===== src/rtl/div_seq.sv =====
// div_seq: sequential radix-2 restoring divider for the EX stage.
// Produces the pipeline stall (divstall), quotient (LO) and remainder (HI)
// for DIV/DIVU. Optional feature macro: DIV_ZERO_FAST_EN (a divide by zero
// completes one cycle after launch instead of running all iterations).
module div_seq #(
  parameter int unsigned WIDTH = 32
) (
  input  logic             clk,
  input  logic             resetn,
  input  logic             start,
  input  logic             signed_div,
  input  logic             annul,
  input  logic [WIDTH-1:0] a,
  input  logic [WIDTH-1:0] b,
  output logic             stall,
  output logic             result_valid,
  output logic [WIDTH-1:0] quotient,
  output logic [WIDTH-1:0] remainder
);

  localparam int unsigned CW = (WIDTH > 1) ? $clog2(WIDTH) : 1;

  typedef enum logic [1:0] {S_IDLE, S_BUSY, S_DONE} state_t;

  state_t           state_q, state_d;
  logic [CW-1:0]    cnt_q, cnt_d;
  logic [WIDTH-1:0] rem_q, rem_d;     // partial remainder, final remainder in DONE
  logic [WIDTH-1:0] dvd_q, dvd_d;     // dividend shifting out, quotient shifting in
  logic [WIDTH-1:0] dvsr_q, dvsr_d;   // divisor magnitude
  logic [WIDTH-1:0] araw_q, araw_d;   // raw dividend, remainder for divide by zero
  logic [WIDTH-1:0] quo_q, quo_d;     // held LO result
  logic [WIDTH-1:0] rmd_q, rmd_d;     // held HI result
  logic             negq_q, negq_d;
  logic             negr_q, negr_d;

  logic [WIDTH:0]   rem_sh;
  logic [WIDTH:0]   rem_diff;
  logic             ge;
  logic [WIDTH-1:0] rem_step;
  logic [WIDTH-1:0] quo_step;
  logic [WIDTH-1:0] a_mag;
  logic [WIDTH-1:0] b_mag;
  logic             launch;

  // One restoring step: shift {rem, dvd} left, trial-subtract the divisor.
  always_comb begin
    rem_sh   = {rem_q, dvd_q[WIDTH-1]};
    rem_diff = rem_sh - {1'b0, dvsr_q};
    ge       = (rem_sh >= {1'b0, dvsr_q});
    rem_step = ge ? rem_diff[WIDTH-1:0] : rem_sh[WIDTH-1:0];
    quo_step = {dvd_q[WIDTH-2:0], ge};
  end

  // Next-state and datapath updates; annul overrides everything to IDLE.
  always_comb begin
    state_d = state_q;
    cnt_d   = cnt_q;
    rem_d   = rem_q;
    dvd_d   = dvd_q;
    dvsr_d  = dvsr_q;
    araw_d  = araw_q;
    quo_d   = quo_q;
    rmd_d   = rmd_q;
    negq_d  = negq_q;
    negr_d  = negr_q;
    launch  = start & ~annul;
    a_mag   = (signed_div & a[WIDTH-1]) ? -a : a;
    b_mag   = (signed_div & b[WIDTH-1]) ? -b : b;
    case (state_q)
      S_IDLE: begin
        if (launch) begin
          dvd_d   = a_mag;
          rem_d   = '0;
          dvsr_d  = b_mag;
          araw_d  = a;
          negq_d  = signed_div & (a[WIDTH-1] ^ b[WIDTH-1]);
          negr_d  = signed_div & a[WIDTH-1];
          cnt_d   = '0;
          state_d = S_BUSY;
`ifdef DIV_ZERO_FAST_EN
          if (b == '0) begin
            dvd_d   = '1;
            rem_d   = a;
            state_d = S_DONE;
          end
`endif
        end
      end
      S_BUSY: begin
        rem_d = rem_step;
        dvd_d = quo_step;
        cnt_d = cnt_q + 1'b1;
        // Final step folds in sign fix-up / divide-by-zero override so DONE
        // only has to present rem_q/dvd_q.
        if (cnt_q == CW'(WIDTH - 1)) begin
          state_d = S_DONE;
          if (dvsr_q == '0) begin
            dvd_d = '1;
            rem_d = araw_q;
          end else begin
            if (negq_q) dvd_d = -quo_step;
            if (negr_q) rem_d = -rem_step;
          end
        end
      end
      S_DONE: begin
        state_d = S_IDLE;
        if (!annul) begin
          quo_d = dvd_q;
          rmd_d = rem_q;
        end
      end
      default: state_d = S_IDLE;
    endcase
    if (annul) state_d = S_IDLE;
  end

  // State and datapath registers.
  always_ff @(posedge clk or negedge resetn) begin
    if (!resetn) begin
      state_q <= S_IDLE;
      cnt_q   <= '0;
      rem_q   <= '0;
      dvd_q   <= '0;
      dvsr_q  <= '0;
      araw_q  <= '0;
      quo_q   <= '0;
      rmd_q   <= '0;
      negq_q  <= 1'b0;
      negr_q  <= 1'b0;
    end else begin
      state_q <= state_d;
      cnt_q   <= cnt_d;
      rem_q   <= rem_d;
      dvd_q   <= dvd_d;
      dvsr_q  <= dvsr_d;
      araw_q  <= araw_d;
      quo_q   <= quo_d;
      rmd_q   <= rmd_d;
      negq_q  <= negq_d;
      negr_q  <= negr_d;
    end
  end

  // Outputs: the new result is shown during the DONE cycle itself and is
  // latched into the held registers at its end, unless annulled.
  always_comb begin
    stall        = resetn & ~annul &
                   (((state_q == S_IDLE) & start) | (state_q == S_BUSY));
    result_valid = (state_q == S_DONE) & ~annul;
    quotient     = result_valid ? dvd_q : quo_q;
    remainder    = result_valid ? rem_q : rmd_q;
  end

endmodule

===== config.mk =====
export PLATFORM = sky130hd
export DESIGN_NAME = div_seq
export DESIGN_NICKNAME = d
export VERILOG_FILES = /design/src/rtl/div_seq.sv
export SDC_FILE = /design/constraint.sdc
export NUM_CORES = 1
export LEC_CHECK = 0
export BUFFER_PORTS_ARGS = -buffer_cell sky130_fd_sc_hd__buf_2
export CAP_MARGIN = 15
export CORE_ASPECT_RATIO = 0.5
export CORE_MARGIN = 2
export CORE_UTILIZATION = 40
export CTS_CLUSTER_DIAMETER = 60
export DETAILED_ROUTE_END_ITERATION = 8
export GPL_ROUTABILITY_DRIVEN = 1
export SLEW_MARGIN = 20
export SYNTH_ARGS = -nofsm -noshare
export SYNTH_HDL_FRONTEND = slang
export SYNTH_SLANG_ARGS = --single-unit

===== constraint.sdc =====
create_clock -name clk -period 8.6 [get_ports clk]
set_input_delay 0.86 -clock clk [delete_from_list [all_inputs] [get_ports clk]]
set_output_delay 0.86 -clock clk [all_outputs]
set_load 0.005 [all_outputs]

==> flow_metrics.tcl, run 1 <==
set metrics [dict create \
    cts_resized 0 \
    post-route-period-util_pct 57.2 \
    final-hold-violation-count 0 \
    crit_top_cell "ha_1" \
    critPathTopFamily "compound AO/OA/AOI/OAI gates" \
    critPathKind "flop to flop" \
    worstPathCellList "ha_1 > a21oi_1 > o21ai_1 > a31oi_1 > a311o_2 > nand2_2 > inv_2 > ha_1 > nor2b_1 > nand3_1 > nand2b_1 > o31ai_1 > xor2_1 > a221oi_1" \
    clk_latency_ns 0.54 \
    total_power_mw 5.21 \
    synth_ff_type "dfrtp_1" \
    viasPerCell 5.86 \
    fmax_ghz 0.203 \
    hpwl_um 33900 \
    synth_nets 1796 \
    max_stage_delay_ns 0.50 \
    cts_tree "done" \
    synth_top_area_share_pct 35.8 \
    status "finished, final reports clean" \
    postSynthAreaPerCell_sq_um 8.32 \
    rows 48 \
    antenna_found_initial 3 \
    worstRegToRegCells 14 \
    seq_area_frac_synth_pct 35.8 \
    gr-total-overflow 0 \
    cp.buffers_inverters 1 \
    syn2layout_area_growth_pct 12.0 \
    core-area_sq_um 34500 \
    finalNetCount 1871 \
    place_congestion 0.926 \
    final-setup-viol-count 0 \
    synth_seq_cells 201 \
    power.leakage_nw 7.00 \
    worst_pin_slew_ns 1.24 \
    start_util_pct 40.7 \
    crit_cells 14 \
    cp.required_ns 9.03 \
    cts_hold_buf 0 \
    path_clk_slew_ns 0.06 \
    first_iter_violations 1308 \
    worst-r2r-setup-slack_ns 3.68 \
    cp.arrival_ns 5.35 \
    powerDensity_nw_per_um2 331 \
    period_minus_slack_ns 4.92 \
    post-cts-setup-buffers 0 \
    hold_path.class "input pin to async pin" \
    finalNonFillerCells 2255 \
    yosysMostFrequentCell "nand2_1" \
    async_flop_share_pct 100 \
    cts_root_buffer "clkbuf_16" \
    port_buffers 134 \
    ant_nets 0 \
    worstPathMaxFanout 35 \
    grt_usage_pct 25.1 \
    crit_path_end_kind "flop" \
    vias 13200 \
    numClockSinks 201 \
    dpl.cell_count 2216 \
    synth_area_leaders "dfrtp_1 (36%), nand2_1 (6.5%), mux2_2 (5.5%), o21ai_0 (4.8%), a21oi_1 (4.4%)" \
    drive_gt1_share_pct 15.7 \
    ir_drop_uv 199 \
    critPathSlowestCell "inv_2" \
    synth_warnings 0 \
    routedWlPerCell_um 20.5 \
    grt_max_degree 85 \
    pin_count 135 \
    numCtsBuffers 21 \
    grt_first_pass_wirelength_um 73000 \
    drt-pass1-iter-count 8 \
    rsz0062_at_grt "no" \
    syn_inst 1689 \
    dieWidth_um 269 \
    yosys.area.top_type "dfrtp_1" \
    synth-edff-count 0 \
    yosysUniqueCellTypes 87 \
    clock_path_buffers 3 \
    routed_wl_um 46200 \
    slew_headroom_pct 17.1 \
    totalNegativeSetupSlack_ns 0 \
    dieHeight_um 137 \
    clock_skew_ns 0.0222 \
    netlist_top_cells_count "nand2_1 (244), dfrtp_1 (201), o21ai_0 (135), nor2_1 (131), a21oi_1 (124)" \
    grt_pass1_vias 12400 \
    startpoint_type "flop" \
    cap_viol_max_count 0 \
    drc 0 \
    die-area_sq_um 36800 \
    syn_area_sq_um 14100 \
    drv_slew 0 \
    ctsHtreeMaxLevel 1 \
]
## flip-flops by register name, indices dropped and copies added, names as in the netlist, 2 cells and up
name / cells
araw_q: 32
cnt_q: 5
dvd_q: 32
dvsr_q: 32
quo_q: 32
rem_q: 32
rmd_q: 32
state_q: 2
## final timing paths
check	start	to
max in group asynchronous	resetn	dvd_q[8]
worst max-delay path	rem_q[5]	dvd_q[24]
worst max register to register	rem_q[5]	dvd_q[24]
worst min register to register	araw_q[27]	araw_q[27]
worst min-delay path	resetn	quo_q[19]
min in group clk	araw_q[27]	araw_q[27]
## cells in the final DEF, fill, tap and decap left out, types with 15 or more instances in the layout
| cell type | Yosys | final |
|---|---|---|
| nand2_1 | 244 | 244 |
| dfrtp_1 | 201 | 201 |
| o21ai_0 | 135 | 135 |
| buf_2 | 18 | 133 |
| nor2_1 | 131 | 128 |
| a21oi_1 | 124 | 124 |
| mux2_2 | 69 | 69 |
| inv_1 | 61 | 61 |
| xnor2_1 | 54 | 54 |
| nor3_1 | 49 | 49 |
| xor2_1 | 42 | 42 |
| ha_1 | 37 | 37 |
| a211oi_1 | 33 | 33 |
| nor4_1 | 29 | 29 |
| nand3_1 | 28 | 28 |
| a21o_1 | 26 | 26 |
| clkbuf_16 | 0 | 21 |
| o22ai_1 | 19 | 19 |
| a31oi_1 | 18 | 18 |
| or3_1 | 17 | 17 |
| o31ai_1 | 17 | 17 |
| nand4_1 | 15 | 15 |
| mux2i_1 | 15 | 15 |
| buf_4 | 4 | 15 |
## per-stage QoR
stage	utilization [%]	setup slack, ns	area (sq um)	hold slack, ns
floorplan	-	4.54	14100	0.437
detailed placement	43.7	3.74	15100	0.461
finish	45.6	3.68	15700	0.376
CTS	45.6	3.73	15700	0.394
global route	45.6	3.30	15700	0.421
global placement	43.7	3.93	15100	0.459
## final cells by class
class / instances / area [sq um]
Timing Repair Buffer: 149 / 792
Clock inverter: 6 / 62.6
Antenna cell: 2 / 5.00
Tap cell: 475 / 594
Clock buffer: 31 / 603
Fill cell: 3401 / 18800
Sequential cell: 201 / 5030
Multi-Input combinational cell: 1328 / 8420
Inverter: 63 / 236
## per-layer routing
metal	global-route usage, %	part of all wire, %	up-vias
met3	5.54	7.7	63
met2	36.2	41	422
met1	38.1	50	6399
li1	-	-	6326
met5	0	0.035	-
met4	4.56	1.8	2
## cells by family (layout without fill, tap and decap cells)
| group | after synthesis | in the layout | share of synthesized area [%] |
|---|---|---|---|
| xor+xnor | 96 | 96 | 5.98 |
| buf+inv | 160 | 249 | 4.55 |
| mux | 84 | 84 | 6.59 |
| compound gates | 507 | 507 | 23.4 |
| simple gates | 603 | 603 | 20.2 |
| other cells | 0 | 2 | 0 |
| flops | 201 | 201 | 35.8 |
| fa+ha+maj | 38 | 38 | 3.44 |
## power breakdown
group	switching [mW]	internal, mW
Combinational	1.83	1.02
Sequential	0.297	1.14
Clock	0.402	0.516
(Power assumes the default switching activity.)
==> run 2: changes to the inputs <==
Clock period 8.6 ns to 3.97 ns, I/O delays scaled along.
==> flow_metrics.tcl, run 2 (synthesized netlist as in run 1, its figures left out) <==
set metrics [dict create \
    power.switching_mw 6.39 \
    fin_util_pct 50.3 \
    hold_end "araw_q[30]" \
    gr-total-overflow 0 \
    rows 48 \
    dieHeight_um 137 \
    cp.required_ns 4.41 \
    cap_viol_max_count 0 \
    worst-r2r-setup-slack_ns 0.11 \
    wl_met3_um 5150 \
    critPathKind "flop to flop" \
    intPower_mw 7.20 \
    syn2layout_area_growth_pct 23.6 \
    vias 14100 \
    ant_nets 0 \
    dieWidth_um 269 \
    core-area_sq_um 34500 \
    port_buffers 134 \
    wl_met1_um 24100 \
    hold_path.class "input pin to flop" \
    finalNonFillerCells 2409 \
    finalNetCount 2021 \
    layout_commonest_cell "nand2_1" \
    fmax_ghz 0.259 \
    drt-pass1-iter-count 7 \
    min_path_cells 3 \
    start_util_pct 40.7 \
    cp.arrival_ns 4.30 \
    grt_first_pass_wirelength_um 76900 \
    routed.top_layer "met5" \
    pin_count 135 \
    ctsHtreeMaxLevel 1 \
    viasPerCell 5.84 \
    slew_headroom_pct 32.7 \
    power_frac_comb_pct 61.4 \
    worstRegToRegCells 13 \
    fin_ws_ns 0.110 \
    grt_pass1_vias 13000 \
    numCtsBuffers 23 \
    grt_usage_pct 26.7 \
    hp-start "a[30]" \
    period_minus_slack_ns 3.86 \
    die-area_sq_um 36800 \
    cts_root_buffer "clkbuf_16" \
    seqPwrFrac_pct 21.6 \
    drv_slew 0 \
    rsz0062_at_grt "yes" \
    path_clk_slew_ns 0.07 \
    fillers 3349 \
    place_congestion 1.02 \
    dpl.cell_count 2358 \
    clock_path_buffers 3 \
    p_clk_share_pct 17.0 \
    first_iter_violations 1474 \
    whs_ns 0.0839 \
    powerDensity_nw_per_um2 782 \
    final-setup-viol-count 0 \
    layout_common_cells "nand2_1 (243), dfrtp_1 (201), buf_4 (158)" \
    rr_endpoint "rem_q[30]" \
    status "finished, final reports clean" \
    grt_max_degree 100 \
    place_worst_setup_slack_ns -0.0459 \
    worstPathMaxFanout 9 \
    clock_skew_ns 0.0153 \
    final-hold-violation-count 0 \
    post-route-period-util_pct 97.2 \
    crit_path_end_kind "flop" \
    post_dp_cell_area_sq_um 16200 \
    ir_drop_uv 330 \
    final_area_sq_um 17400 \
    startpoint_type "flop" \
    r2r_start "dvsr_q[9]" \
    drive_gt1_share_pct 25.2 \
    routedWlPerCell_um 20.9 \
    hpwl_um 37500 \
    numClockSinks 201 \
    cts_tree "done" \
    power.leakage_nw 7.87 \
    drc 0 \
    antenna_found_initial 6 \
    swShare_pct 47.1 \
    routed-wl-met2_um 20400 \
    routed_wl_um 50500 \
    worst_pin_slew_ns 1.01 \
    clk_latency_ns 0.56 \
]
run 2: stage by stage:
| stage | power [mW] | TNS, ns |
|---|---|---|
| floorplan | 7.38 | 0 |
| global placement | 10.6 | 0 |
| detailed placement | 10.5 | -0.125 |
| CTS | 13.0 | -0.0243 |
| global route | 14.4 | -0.249 |
| finish | 13.6 | 0 |
run 2: worst max-delay path, cell delays in order, from the launching register on:
cell	delay, ns
dfrtp_1	0.38
inv_1	0.07
ha_2	0.42
a21oi_1	0.12
o21ai_0	0.63
a211oi_1	0.10
buf_4	0.19
nor2_1	0.15
o32ai_1	0.11
a211oi_2	0.29
o22ai_1	0.20
or4b_1	0.54
a32o_1	0.25
or3_1	0.30
run 2: final cells by class:
| class | instances | area (sq um) | share of cell area [%] |
|---|---|---|---|
| timing repair buffer | 297 | 1960 | 11.3 |
| antenna | 3 | 7.51 | 0.0432 |
| clock buffer | 29 | 628 | 3.61 |
| multi-input combinational | 1328 | 8760 | 50.4 |
| inverter | 63 | 236 | 1.36 |
| tap | 475 | 594 | 3.42 |
| sequential | 201 | 5030 | 28.9 |
| clock inverter | 13 | 175 | 1.01 |
run 2: power by group through the flow:
stage | clock network (mW) | registers [mW] | logic [mW]
finish | 2.31 | 2.94 | 8.34
global route | 2.45 | 3.00 | 8.92
CTS | 2.37 | 2.92 | 7.69
detailed placement | 0 | 2.95 | 7.60
global placement | 0 | 2.94 | 7.64
floorplan | 0 | 2.86 | 4.52
run 2: worst max-delay path by stage:
stage,from,end,cells after the start
floorplan,rem_q[2],dvd_q[24],17
global placement,dvd_q[31],rem_q[23],16
detailed placement,dvd_q[31],rem_q[28],16
CTS,dvd_q[31],rem_q[28],16
global route,dvd_q[31],rem_q[23],16
finish,dvsr_q[9],rem_q[30],13
run 2: metal layers:
layer  vias up  global-route usage, %
met4         2                   4.47
met1      6767                   40.5
li1       6634                      -
met3        66                   7.02
met2       596                   38.1
met5         -                      0
run 2: timing repair:
action / in CTS / in global routing
buffers inserted: 0 / 5
pin swaps: 0 / 19
gates resized for setup: 6 / 72
endpoints found under the setup margin: 8 / 31
cloned: 0 / 0
endpoints found under the hold margin: 61 / 0
hold buffers: 1 / 0
==> run 3: changes to the inputs <==
Settings changed: CORE_UTILIZATION 40 to 55, PLACE_DENSITY from default to 0.78.
==> flow_metrics.tcl, run 3 (synthesized netlist as in run 1, its figures left out) <==
set metrics [dict create \
    status "finished, final reports clean" \
    post_dp_cell_area_sq_um 15900 \
    hp-start "a[30]" \
    fmax_ghz 0.258 \
    regArea_sq_um 5030 \
    final_area_sq_um 16900 \
    grt_pass1_vias 13000 \
    hpwl_um 35500 \
    rsz0062_at_grt "yes" \
    post-route-period-util_pct 97.8 \
    cp.required_ns 4.39 \
    worstPathCellList "ha_1 > a21o_1 > a21o_1 > o2111ai_2 > buf_4 > a311oi_4 > buf_4 > nor3_1 > a311oi_4 > nand3_2 > or4b_1 > a32o_1 > or3_1" \
    critPathSlowestCell "or4b_1" \
    worstPathMaxFanout 5 \
    gr-total-overflow 0 \
    viasPerCell 6.36 \
    cts_root_buffer "clkbuf_16" \
    finalNonFillerCells 2251 \
    totalNegativeSetupSlack_ns 0 \
    grt_max_degree 110 \
    ctsHtreeMaxLevel 1 \
    numCtsBuffers 20 \
    pin_count 135 \
    vias 14300 \
    min_path_cells 3 \
    die-area_sq_um 26900 \
    numClockSinks 201 \
    syn2layout_area_growth_pct 20.4 \
    rr_endpoint "rem_q[30]" \
    dieHeight_um 117 \
    dpl.cell_count 2207 \
    clk_latency_ns 0.54 \
    fin_util_pct 67.4 \
    critPathKind "flop to flop" \
    grt_first_pass_wirelength_um 73700 \
    path_clk_slew_ns 0.08 \
    hold_path.class "input pin to flop" \
    rows 41 \
    crit_path_end_kind "flop" \
    drt-pass1-iter-count 7 \
    first_iter_violations 1978 \
    port_buffers 134 \
    whs_ns 0.111 \
    worst-r2r-setup-slack_ns 0.09 \
    layout_commonest_cell "nand2_1" \
    cp.arrival_ns 4.30 \
    clock_skew_ns 0.0236 \
    clock_path_buffers 3 \
    r2r_start "rem_q[2]" \
    period_minus_slack_ns 3.88 \
    startpoint_type "flop" \
    final-hold-violation-count 0 \
    place_congestion 1.03 \
    layout_common_cells "nand2_1 (244), dfrtp_1 (201), buf_4 (139)" \
    drv_slew 0 \
    drive_gt1_share_pct 23.9 \
    ir_drop_uv 373 \
    grt_usage_pct 35.2 \
    max_stage_delay_ns 0.60 \
    antenna_found_initial 1 \
    worstRegToRegCells 13 \
    dieWidth_um 230 \
    finalNetCount 1998 \
    hold_end "araw_q[30]" \
    cts_tree "done" \
    power.leakage_nw 7.72 \
    core-area_sq_um 25100 \
    routed_wl_um 48200 \
    ant_nets 0 \
    slew_headroom_pct 28.8 \
    powerDensity_nw_per_um2 780 \
    worst_pin_slew_ns 1.07 \
    multi_input_area_sq_um 8720 \
    drc 0 \
    fillers 2092 \
    cap_viol_max_count 0 \
    routedWlPerCell_um 21.4 \
    final-setup-viol-count 0 \
    start_util_pct 55.9 \
]
## run 3: per-layer routing
metal / up-vias / GRT usage [%] / routed length [um]
li1: 6568 / - / -
met1: 6828 / 52.2 / 21800
met2: 836 / 50.2 / 19500
met3: 82 / 11.1 / 6030
met4: 0 / 7.35 / 901
met5: - / 0 / 0
## run 3: cell type report
class,instances,area share [%]
sequential,201,29.7
antenna,2,0.0296
inverter,63,1.40
multi-input combinational,1328,51.5
tap,344,2.54
clock buffer,28,3.49
clock inverter,8,0.761
timing repair buffer,277,10.6
## run 3: through the flow
step	worst slack, ns	power (mW)
3_5_place_dp	0.0206	10.2
5_1_grt	-0.0180	13.9
4_1_cts	0.00308	12.4
2_1_floorplan	0.0148	7.38
6_report	0.0891	13.2
3_3_place_gp	0.0469	10.2
## run 3: report_power, final
part | leakage, nW | internal, mW | switching (mW) | total [mW]
Clock | 0.353 | 1.24 | 0.885 | 2.12
Sequential | 2.55 | 2.48 | 0.467 | 2.95
Combinational | 4.82 | 3.24 | 4.89 | 8.13
## run 3: worst max-delay path, delay by kind of cell (launching register included)
kind            cells  cell delay, ns
compound gates      6            1.49
buf+inv             2            0.38
simple gates        4            1.10
flops               1            0.42
fa+ha+maj           1            0.37
## run 3: how the worst max path moves through the flow
stage,from,endpoint,slack (ns),cells past startpoint
2_1_floorplan,rem_q[2],dvd_q[24],0.01,17
4_1_cts,dvsr_q[5],rem_q[30],0.003,13
3_3_place_gp,dvsr_q[5],rem_q[30],0.05,13
3_5_place_dp,dvsr_q[5],rem_q[30],0.02,13
5_1_grt,dvsr_q[9],rem_q[30],-0.02,15
6_report,rem_q[2],rem_q[30],0.09,13
## run 3: what timing repair did
action,CTS,global route
hold buffers,1,0
endpoints found under the hold margin,37,0
gates resized for setup,0,67
setup endpoints to repair,0,30
buffers inserted,0,5
